$ cat src/rtl/mseq_load_txn_sched_pkg.sv
// Shared types and constants for the matrix sequential-load request scheduler.
// Struct field widths assume the default 128-bit data / 64-bit address bus.
package mseq_load_txn_sched_pkg;

    localparam int unsigned DefAxiDataWidth = 128;
    localparam int unsigned DefAxiAddrWidth = 64;
    localparam int unsigned DefBusNibbles   = DefAxiDataWidth / 4;
    localparam int unsigned LbnWidth        = $clog2(DefBusNibbles) + 1;
    localparam int unsigned PageBytes       = 4096;
    localparam int unsigned MaxBurstBeats   = 256;
    localparam logic [1:0]  BurstIncr       = 2'b01;

    typedef struct packed {
        logic [DefAxiAddrWidth-1:0] base;
        logic [DefAxiAddrWidth-1:0] stride;
        logic [15:0]                nr_rows;
        logic [15:0]                row_bytes;
        logic [15:0]                vstart;
        logic [2:0]                 sew;
    } mreq_t;

    typedef struct packed {
        logic [15:0] vstart;
        logic [2:0]  sew;
    } meta_glb_t;

    typedef struct packed {
        logic [DefAxiAddrWidth-1:0] addr;
        logic [7:0]                 len;
        logic [2:0]                 size;
        logic [1:0]                 burst;
    } axi_ar_t;

    typedef struct packed {
        logic [DefAxiAddrWidth-1:0] addr;
        logic                       is_head;
        logic                       is_final_txn;
        logic [7:0]                 rmn_beat;
        logic [LbnWidth-1:0]        lbn;
    } txn_ctrl_t;

    typedef enum logic [2:0] {
        S_IDLE,
        S_META,
        S_ISSUE,
        S_DRAIN,
        S_DONE
    } state_e;

endpackage

$ cat src/rtl/mseq_load_txn_sched_txn_fifo.sv
// Outstanding-burst queue: circular buffer with wrap-flag pointers. The head
// entry counts its own beats down in place and is popped on its last beat.
module mseq_txn_fifo
    import mseq_load_txn_sched_pkg::*;
#(
    parameter int unsigned Depth   = 4,
    parameter type         entry_t = txn_ctrl_t
) (
    input  logic   clk,
    input  logic   rst_n,
    input  logic   push,
    input  entry_t din,
    input  logic   beat,
    output logic   full,
    output logic   empty,
    output entry_t head
);

    localparam int unsigned IdxW = $clog2(Depth);

    typedef struct packed {
        logic            flag;
        logic [IdxW-1:0] idx;
    } ptr_t;

    ptr_t   wr_ptr, rd_ptr;
    entry_t mem [Depth];
    logic   take, pop;

    function automatic ptr_t ptr_inc(input ptr_t p);
        ptr_t n;
        n = p;
        if (p.idx == IdxW'(Depth - 1)) begin
            n.idx  = '0;
            n.flag = ~p.flag;
        end else begin
            n.idx = p.idx + 1'b1;
        end
        return n;
    endfunction

    assign empty = (wr_ptr == rd_ptr);
    assign full  = (wr_ptr.idx == rd_ptr.idx) && (wr_ptr.flag != rd_ptr.flag);
    assign head  = mem[rd_ptr.idx];
    assign take  = beat && !empty;
    assign pop   = take && (head.rmn_beat == '0);

    always_ff @(posedge clk or negedge rst_n) begin
        if (!rst_n) begin
            wr_ptr <= '0;
            rd_ptr <= '0;
        end else begin
            if (push) wr_ptr <= ptr_inc(wr_ptr);
            if (pop)  rd_ptr <= ptr_inc(rd_ptr);
        end
    end

    // Push never targets the head slot while it is live: that needs wr==rd, i.e. full.
    always_ff @(posedge clk) begin
        if (push) mem[wr_ptr.idx] <= din;
        if (take && !pop) begin
            mem[rd_ptr.idx].rmn_beat <= head.rmn_beat - 1'b1;
            mem[rd_ptr.idx].is_head  <= 1'b0;
        end
    end

endmodule

$ cat src/rtl/mseq_load_txn_sched.sv
// Request-side scheduler for strided matrix loads: splits each row into
// page-safe INCR bursts, issues one AR per burst and feeds the R-side committer.
module mseq_load_txn_sched
    import mseq_load_txn_sched_pkg::*;
#(
    parameter int unsigned AxiDataWidth = DefAxiDataWidth,
    parameter int unsigned AxiAddrWidth = DefAxiAddrWidth,
    parameter int unsigned TxnQDepth    = 4,
    parameter type         req_t        = mreq_t,
    parameter type         ar_t         = axi_ar_t,
    parameter type         txn_t        = txn_ctrl_t,
    parameter type         meta_t       = meta_glb_t
) (
    input  logic  clk_i,
    input  logic  rst_ni,
    input  logic  req_valid_i,
    output logic  req_ready_o,
    input  req_t  req_i,
    output logic  meta_glb_valid_o,
    input  logic  meta_glb_ready_i,
    output meta_t meta_glb_o,
    output logic  ar_valid_o,
    input  logic  ar_ready_i,
    output ar_t   ar_o,
    output logic  txn_ctrl_valid_o,
    input  logic  txn_ctrl_ready_i,
    output txn_t  txn_ctrl_o,
    output logic  busy_o,
    output logic  done_o
);

    localparam int unsigned BusBytes   = AxiDataWidth / 8;
    localparam int unsigned BusNibbles = AxiDataWidth / 4;
    localparam int unsigned OffW       = $clog2(BusBytes);
    localparam int unsigned LbnW       = $clog2(BusNibbles) + 1;
    localparam int unsigned CW         = 17;

    typedef struct packed {
        logic [CW-1:0]   chunk;
        logic [7:0]      len;
        logic [LbnW-1:0] lbn;
    } split_t;

    // Bytes the next burst can cover from addr: bounded by the row remainder,
    // the 4 KiB page edge and the 256-beat limit measured from the aligned start.
    function automatic split_t split_burst(input logic [11:0] addr_lo, input logic [CW-1:0] rem_b);
        logic [CW-1:0]   off, page_left, beat_left, chunk, span;
        logic [OffW-1:0] e;
        split_t          s;
        off       = CW'(addr_lo[OffW-1:0]);
        page_left = CW'(PageBytes) - CW'(addr_lo);
        beat_left = CW'(MaxBurstBeats * BusBytes) - off;
        chunk     = rem_b;
        if (page_left < chunk) chunk = page_left;
        if (beat_left < chunk) chunk = beat_left;
        span      = off + chunk + CW'(BusBytes - 1);
        e         = addr_lo[OffW-1:0] + chunk[OffW-1:0];
        s.chunk   = chunk;
        s.len     = 8'((span >> OffW) - 1'b1);
        s.lbn     = (e == '0) ? LbnW'(BusNibbles) : LbnW'({e, 1'b0});
        return s;
    endfunction

    state_e                  state, state_n;
    logic [AxiAddrWidth-1:0] cur_addr, row_base, stride;
    logic [15:0]             row_bytes, rem, rows_left;
    meta_t                   meta_q;
    split_t                  burst;
    txn_t                    push_entry;
    logic                    fifo_full, fifo_empty;
    logic                    req_fire, ar_fire, row_done, is_final;

    assign burst    = split_burst(cur_addr[11:0], {1'b0, rem});
    assign row_done = (burst.chunk == {1'b0, rem});
    assign is_final = row_done && (rows_left == 16'd1);
    assign req_fire = req_valid_i && req_ready_o;
    assign ar_fire  = ar_valid_o && ar_ready_i;

    always_ff @(posedge clk_i or negedge rst_ni) begin
        if (!rst_ni) state <= S_IDLE;
        else         state <= state_n;
    end

    always_comb begin
        state_n          = state;
        req_ready_o      = 1'b0;
        meta_glb_valid_o = 1'b0;
        ar_valid_o       = 1'b0;
        busy_o           = 1'b1;
        done_o           = 1'b0;
        case (state)
            S_IDLE: begin
                req_ready_o = 1'b1;
                busy_o      = 1'b0;
                if (req_valid_i)
                    state_n = (req_i.nr_rows != '0 && req_i.row_bytes != '0) ? S_META : S_DONE;
            end
            S_META: begin
                meta_glb_valid_o = 1'b1;
                if (meta_glb_ready_i) state_n = S_ISSUE;
            end
            S_ISSUE: begin
                ar_valid_o = !fifo_full;
                if (ar_valid_o && ar_ready_i && is_final) state_n = S_DRAIN;
            end
            S_DRAIN: if (fifo_empty) state_n = S_DONE;
            S_DONE: begin
                done_o  = 1'b1;
                state_n = S_IDLE;
            end
            default: state_n = S_IDLE;
        endcase
    end

    always_ff @(posedge clk_i or negedge rst_ni) begin
        if (!rst_ni) begin
            cur_addr  <= '0;
            row_base  <= '0;
            stride    <= '0;
            row_bytes <= '0;
            rem       <= '0;
            rows_left <= '0;
            meta_q    <= '0;
        end else if (req_fire) begin
            cur_addr      <= req_i.base;
            row_base      <= req_i.base;
            stride        <= req_i.stride;
            row_bytes     <= req_i.row_bytes;
            rem           <= req_i.row_bytes;
            rows_left     <= req_i.nr_rows;
            meta_q.vstart <= req_i.vstart;
            meta_q.sew    <= req_i.sew;
        end else if (ar_fire) begin
            if (row_done) begin
                cur_addr  <= row_base + stride;
                row_base  <= row_base + stride;
                rem       <= row_bytes;
                rows_left <= rows_left - 1'b1;
            end else begin
                cur_addr <= cur_addr + AxiAddrWidth'(burst.chunk);
                rem      <= rem - burst.chunk[15:0];
            end
        end
    end

    always_comb begin
        ar_o       = '0;
        ar_o.addr  = cur_addr;
        ar_o.len   = burst.len;
        ar_o.size  = 3'(OffW);
        ar_o.burst = BurstIncr;
    end

    always_comb begin
        push_entry              = '0;
        push_entry.addr         = cur_addr;
        push_entry.is_head      = 1'b1;
        push_entry.is_final_txn = is_final;
        push_entry.rmn_beat     = burst.len;
        push_entry.lbn          = burst.lbn;
    end

    assign meta_glb_o       = meta_q;
    assign txn_ctrl_valid_o = !fifo_empty;

    mseq_txn_fifo #(
        .Depth   (TxnQDepth),
        .entry_t (txn_t)
    ) u_txn_fifo (
        .clk   (clk_i),
        .rst_n (rst_ni),
        .push  (ar_fire),
        .din   (push_entry),
        .beat  (txn_ctrl_ready_i),
        .full  (fifo_full),
        .empty (fifo_empty),
        .head  (txn_ctrl_o)
    );

endmodule
$ cat config.mk
export PLATFORM = sky130hd
export DESIGN_NAME = mseq_load_txn_sched
export DESIGN_NICKNAME = d
export VERILOG_FILES = /design/src/rtl/mseq_load_txn_sched_pkg.sv /design/src/rtl/mseq_load_txn_sched_txn_fifo.sv /design/src/rtl/mseq_load_txn_sched.sv
export SDC_FILE = /design/constraint.sdc
export NUM_CORES = 1
export LEC_CHECK = 0
export CAP_MARGIN = 40
export CELL_PAD_IN_SITES_DETAIL_PLACEMENT = 1
export CELL_PAD_IN_SITES_GLOBAL_PLACEMENT = 2
export CORE_MARGIN = 3
export CORE_UTILIZATION = 40
export DETAILED_ROUTE_END_ITERATION = 12
export GPL_TIMING_DRIVEN = 1
export PLACE_DENSITY = 0.9
export SYNTH_ARGS = -nofsm -noshare
export SYNTH_HDL_FRONTEND = slang
export SYNTH_SLANG_ARGS = --single-unit
$ cat constraint.sdc
create_clock -name clk_i -period 26.9 [get_ports clk_i]
set_clock_uncertainty 0.15 [all_clocks]
set_input_delay 5.38 -clock clk_i [delete_from_list [all_inputs] [get_ports clk_i]]
set_output_delay 5.38 -clock clk_i [all_outputs]
set_load 0.02 [all_outputs]
==> results.txt, run 1 <==
Post-CTS Setup Bufs: 0
startpoint types: register
Async S/R FF share, synth: 45.9%
core area: 77700 um2
CP max-delay cell: dfrtp_1
mapped cell area: 31500 um2
TritonCTS clock tree: built
Initial Util: 40.5%
Port Buffer Count: 360
post-synthesis register bit count: 584
hpwl dp: 89.3 mm
num ports: 367
number of global-route vias before repair: 27500
PD cells: 163 nW/um2
Num CTS Buffers: 69
Fin. Hold Viols: 0
kind of critical path: reg -> out
clock-pin slew on the worst setup and hold paths: 60 ps
sequential-to-total area share from yosys stat: 51.3%
Yosys top cell area share: 29.8%
clock sink total: 584
clk buf depth: 3
largest net degree at the start of global routing: 155
layout cell share with drive strength beyond 1: 9.14%
syn_area_per_cell: 10.4 um2
Synth Instances: 3029
first drt pass iteration count: 5
peak supply drop: 91.8 uV
Final Net Count: 3705
Final Cycle Share: 57.9%
largest cells by area after synthesis: edfxtp_1 30%, dfrtp_1 21%, nand2_1 6.5%
Slew headroom: 37.3%
Antenna Nets Post-Route: 0
RSZ-0062 raised after global routing: no
HP Class: reg -> reg
die width: 287 um
Synth area leader: edfxtp_1
post-cts resize count: 0
first-pass GRT wire length: 179 mm
vias per cell: 5.93
ant diodes: 0
Yosys cell types: 101
CTS hold repair buffers: 0
max incr delay on CP: 670 ps
Skew-Pair Late Insertion Delay: 620 ps
Routed WL per cell: 26.8 um
DRC Markers: 0
status: completed
Final GP Congestion: 0.903
initial antenna violation count: 6
Final setup viols: 0
most frequent CP cell: ha_1
Achievable Freq: 0.0643 GHz
hold_ws: 328 ps
first-iteration detailed-routing DRC count: 2517
Slew Viols, Final: 0
FP Rows: 102
Vert. Die Dim: 287 um
H-tree Lvls: 3
fillcell total: 8324
Die ar.: 82100 um2
Synth Warn #: 0
Post-synth top flop: edfxtp_1
Worst setup EP type: output pin
leakage power: 0.0153 uW
routed via count: 26500
EDFF count, synth: 312
clock root cell: clkbuf_16
max cap viols: 0
Worst Path Arrival: 10030 ps
setup TNS: 0 ps
area delta synth->final: 23.6%
Worst-Margin Slew: 939 ps
Max Fanout on Critical Path: 17
final wirelength: 120 mm
fin util: 50.1%
clock period minus worst slack: 15560 ps
GRT Residual Overflow: 0
total track usage: 28.8%
WP data required: 21370 ps
-- kinds of logic (layout without fill, tap and decap cells) --
kind of cell               Yosys count  in the layout  share of synthesized area [%]
and+or+nand+nor                   1070           1070                           14.8
AOI/OAI and AO/OA                  755            755                           15.0
DFF                                584            584                           51.3
buffers and inverters              259            656                           3.34
adders and majority gates          142            142                           5.72
muxes                              111            111                           6.74
xor gates and xnor gates           106            106                           3.02
other                                2             11                         0.0239
-- per-layer routing --
layer	GRT usage, %	part of all wire [%]	wire (um)	vias to the layer above
met5	0	0.018	22	-
met1	42.2	45	54200	13600
met3	4.54	7.1	8470	146
met4	7.43	2.3	2800	4
met2	44.7	45	54600	1006
li1	-	-	-	11800
-- final cells by class --
| cell class | count | area [um2] | share of cell area (%) |
|---|---|---|---|
| Clock inverter | 31 | 408 | 1.05 |
| Clock buffer | 97 | 1960 | 5.05 |
| Sequential cell | 584 | 16200 | 41.5 |
| Timing Repair Buffer | 428 | 4340 | 11.2 |
| Inverter | 100 | 375 | 0.965 |
| Tap cell | 1040 | 1300 | 3.34 |
| Multi-Input combinational cell | 2195 | 14400 | 36.9 |
-- placed cells by master (no fill, tap or decap), drive strengths merged, types with 8 or more instances in the layout --
cell type / count
nand2: 542
clkdlybuf4s50: 359
edfxtp: 312
dfrtp: 268
nor2: 231
o21ai: 212
a21oi: 210
ha: 139
inv: 104
clkbuf: 97
mux4: 79
nand3: 73
buf: 69
nor3: 68
xnor2: 61
a21o: 49
xor2: 44
o22ai: 44
nand4: 34
a31oi: 34
o21a: 30
a211oi: 28
mux2i: 27
nor4: 25
o211ai: 23
and3: 22
clkinv: 18
nand2b: 15
o21bai: 15
a22oi: 15
and2: 14
nor2b: 12
conb: 11
o31ai: 11
a221oi: 8
a311oi: 8
-- where the power goes --
part	internal (uW)	leakage [uW]	switching [uW]
combinational	1440	0.00803	2350
clock	583	0.00116	391
sequential	1290	0.00609	292
total	3310	0.0153	3030
-- worst max-delay path: cells and delay by family (launching register included) --
kind	cells	cell delay, ps
buf+inv	8	1770
compound gates	12	2730
mux	2	640
fa+ha+maj	6	1780
flops	1	670
simple gates	7	1150
xor+xnor	3	660
-- cell usage after synthesis (49+ instances only) --
cell	count
xnor2_1	60
clkbuf_1	107
o21ai_0	198
a21o_1	49
mux4_2	79
a21oi_1	207
inv_1	96
ha_1	139
nor2_1	229
nand2_1	542
nand3_1	73
nor3_1	66
edfxtp_1	312
dfrtp_1	268
-- per-stage QoR --
step / cells / worst slack, ps / instance area [um2] / total power, uW
after CTS: 4475 / 11300 / 38900 / 6340
after global routing: 4475 / 10450 / 38900 / 6750
after detailed placement: 4347 / 11930 / 36500 / 5330
after global placement: 4329 / 11860 / 36200 / 5180
after floorplan: 3038 / 14170 / 31500 / 3920
final: 4475 / 11340 / 38900 / 6340
-- flip-flops by register name, indices dropped and copies added, names as in the netlist --
signal / cells
row_base: 64
state: 3
row_bytes: 16
u_txn_fifo.wr_ptr: 3
u_txn_fifo.rd_ptr: 3
u_txn_fifo.mem: 316
cur_addr: 64
meta_glb_o: 19
rem: 16
stride: 64
rows_left: 16
-- path summary, 6_finish.rpt --
path	endpoint	cells past startpoint	start	slack, ps
setup / recovery	ar_o[9]	38	cur_addr[0]	11340
setup reg to reg	cur_addr[10]	32	cur_addr[0]	17020
min in group asynchronous	stride[56]	1	rst_ni	4560
hold / removal	meta_glb_o[17]	2	meta_glb_o[17]	330
max in group asynchronous	meta_glb_o[12]	6	rst_ni	19950
hold reg to reg	meta_glb_o[17]	2	meta_glb_o[17]	330
Note: power is estimated with default switching activity, not from simulation.
==> run 2: changes to the inputs <==
Settings changed: CORE_UTILIZATION 40 to 37, PLACE_DENSITY 0.9 to 0.84.
Clock period 26.9 ns to 14.75 ns, I/O delays scaled along.
==> run 2 against run 1 <==
Effect of this change:
- count of clock-buffer cells in the layout shrank 9
- final cell count grew 1.9%
- critical path depth shrank 2
- core utilization shrank 3.8 points
- first-iteration DRC count shrank 22%
- critical endpoint unchanged
==> results.txt, run 2 (synthesized netlist as in run 1, its figures left out) <==
GRT Residual Overflow: 0 (unchanged)
Vert. Die Dim: 298 um (+3.9%)
GR met1 Demand/Resource: 38.4% (-3.8 points)
Largest Register: u_txn_fifo.mem
met3 usage: 3.99% (-0.54 points)
core area: 84000 um2 (+8.0%)
post-cts resize count: 0 (unchanged)
hold_ws: 328 ps (+0.872 ps)
final wirelength: 120 mm (+0.23%)
clock-pin slew on the worst setup and hold paths: 60 ps (about the same)
Antenna Nets Post-Route: 0 (unchanged)
leakage power: 0.0152 uW (-0.64%)
R2R Setup Slk: 5120 ps (-11900 ps)
num ports: 367 (unchanged)
CP bufs+invs: 7 (-1)
first drt pass iteration count: 5 (unchanged)
most frequent cells in the layout: 539 x nand2_1, 359 x clkdlybuf4s50_1, 312 x edfxtp_1
Worst Path Arrival: 9640 ps (-390 ps)
Worst setup EP type: output pin
Final Cycle Share: 86.4%
Final Net Count: 3698 (-0.19%)
PD cells: 294 nW/um2 (+80%)
commonest non-fill, non-tap cell in the layout: nand2_1
Num CTS Buffers: 69 (unchanged)
total track usage: 26.7% (-2.2 points)
startpoint types: register
Port Buffer Count: 360 (unchanged)
WP data required: 11650 ps (-9720 ps)
Critical Path Stages: 36 (-5.3%)
DRC Markers: 0 (unchanged)
Post-CTS Setup Bufs: 0 (unchanged)
most frequent CP cell: ha_1
Final GP Congestion: 0.913 (+1.1%)
Max Fanout on Critical Path: 12 (-5)
FP Rows: 106 (+3.9%)
Crit path max-delay family: compound AO/OA/AOI/OAI gates
H-tree Lvls: 3 (unchanged)
fillcell total: 9095 (+9.3%)
Slew headroom: 37.6% (+0.31 points)
CP max-delay cell: xnor2_1
routed via count: 26300 (-0.96%)
vias per cell: 5.76 (-2.8%)
Hold Crit Depth: 2 (unchanged)
peak supply drop: 158 uV (+72%)
Reg2Reg Depth: 32 (unchanged)
max cap viols: 0 (unchanged)
clock root cell: clkbuf_16
Achievable Freq: 0.0785 GHz
status: completed
RSZ-0062 raised after global routing: no
HP Class: reg -> reg
max reg flops: 316 (unchanged)
Routed WL per cell: 26.4 um (-1.7%)
Fin. Hold Viols: 0 (unchanged)
setup TNS: 0 ps (unchanged)
TritonCTS clock tree: built
Worst-Margin Slew: 934 ps (-4.68 ps)
Skew-Pair Late Insertion Delay: 630 ps (about the same)
die width: 298 um (+3.9%)
Final setup viols: 0 (unchanged)
number of global-route vias before repair: 27600 (+0.34%)
area delta synth->final: 23.4%
clock sink total: 584 (unchanged)
Die ar.: 88600 um2 (+7.9%)
first-iteration detailed-routing DRC count: 1971 (-22%)
grt met2 use: 42.0% (-2.7 points)
first-pass GRT wire length: 181 mm (+0.89%)
layout cell share with drive strength beyond 1: 8.76% (-0.38 points)
kind of critical path: reg -> out
CTS hold repair buffers: 0 (unchanged)
clock period minus worst slack: 12740 ps
initial antenna violation count: 4 (-2)
max incr delay on CP: 700 ps (+30 ps)
Slew Viols, Final: 0 (unchanged)
Initial Util: 37.5% (-3.0 points)
largest net degree at the start of global routing: 81 (-48%)
GRT busiest layer: met2
hpwl dp: 89.2 mm (-0.10%)
clk buf depth: 3 (unchanged)
run 2: cell count changes in the layout (fill, tap and decap cells not counted), sizes merged:
cell / delta
clkbuf: -9
buf: -7
clkinv: +7
diode: +5
bufinv: -2
clkinvlp: -1
run 2: worst reg2reg max path: cells and delay by family (launching register included):
kind	cells	cell delay (ps)
multiplexers	2	960
AO/OA/AOI/OAI	10	2770
adder cells (fa/ha/maj)	4	1290
AND/OR/NAND/NOR	9	2120
XOR/XNOR	1	170
flip-flops	1	630
buffers and inverters	6	1420
run 2: cell type report:
cell class              count  area (um2)  share of cell area (%)
well taps                1134        1420                    3.65
inverters                 100         375                   0.966
clock buffers              88        1860                    4.78
repair buffers            421        4240                    10.9
clock inverters            35         422                    1.09
multi-input cells        2195       14400                    36.9
flip-flops and latches    584       16200                    41.6
diodes                      5        12.5                  0.0322
run 2: worst paths after layout:
path / endpoint / from
worst max register to register: cur_addr[5] / cur_addr[0]
min in group asynchronous: cur_addr[55] / rst_ni
worst min-delay path: meta_glb_o[8] / meta_glb_o[8]
worst min register to register: meta_glb_o[8] / meta_glb_o[8]
max in group asynchronous: stride[11] / rst_ni
worst max-delay path: ar_o[9] / cur_addr[0]
run 2: per-layer routing:
metal	vias to the layer above	routed length [um]
met4	0	2960
met3	142	7750
met2	912	54600
li1	11800	-
met5	-	0
met1	13500	55100
run 2: where the power goes:
group	leakage [uW]	internal [uW]	switching [uW]
combinational	0.00798	2600	4220
clock	0.00112	995	731
sequential	0.00609	2340	543
total	0.0152	5940	5490
run 2: per-stage QoR:
step                power [uW]  cell area (um2)  worst slack [ps]  utilization [%]  cells
global route             12200            38800              1280             46.3   4558
finish                   11400            38800              2010             46.3   4562
floorplan                 7150            31500              4450                -   3038
detailed placement        9650            36600              2700             43.5   4434
CTS                      11400            38800              1980             46.3   4557
global placement          9360            36300              2150             43.2   4418
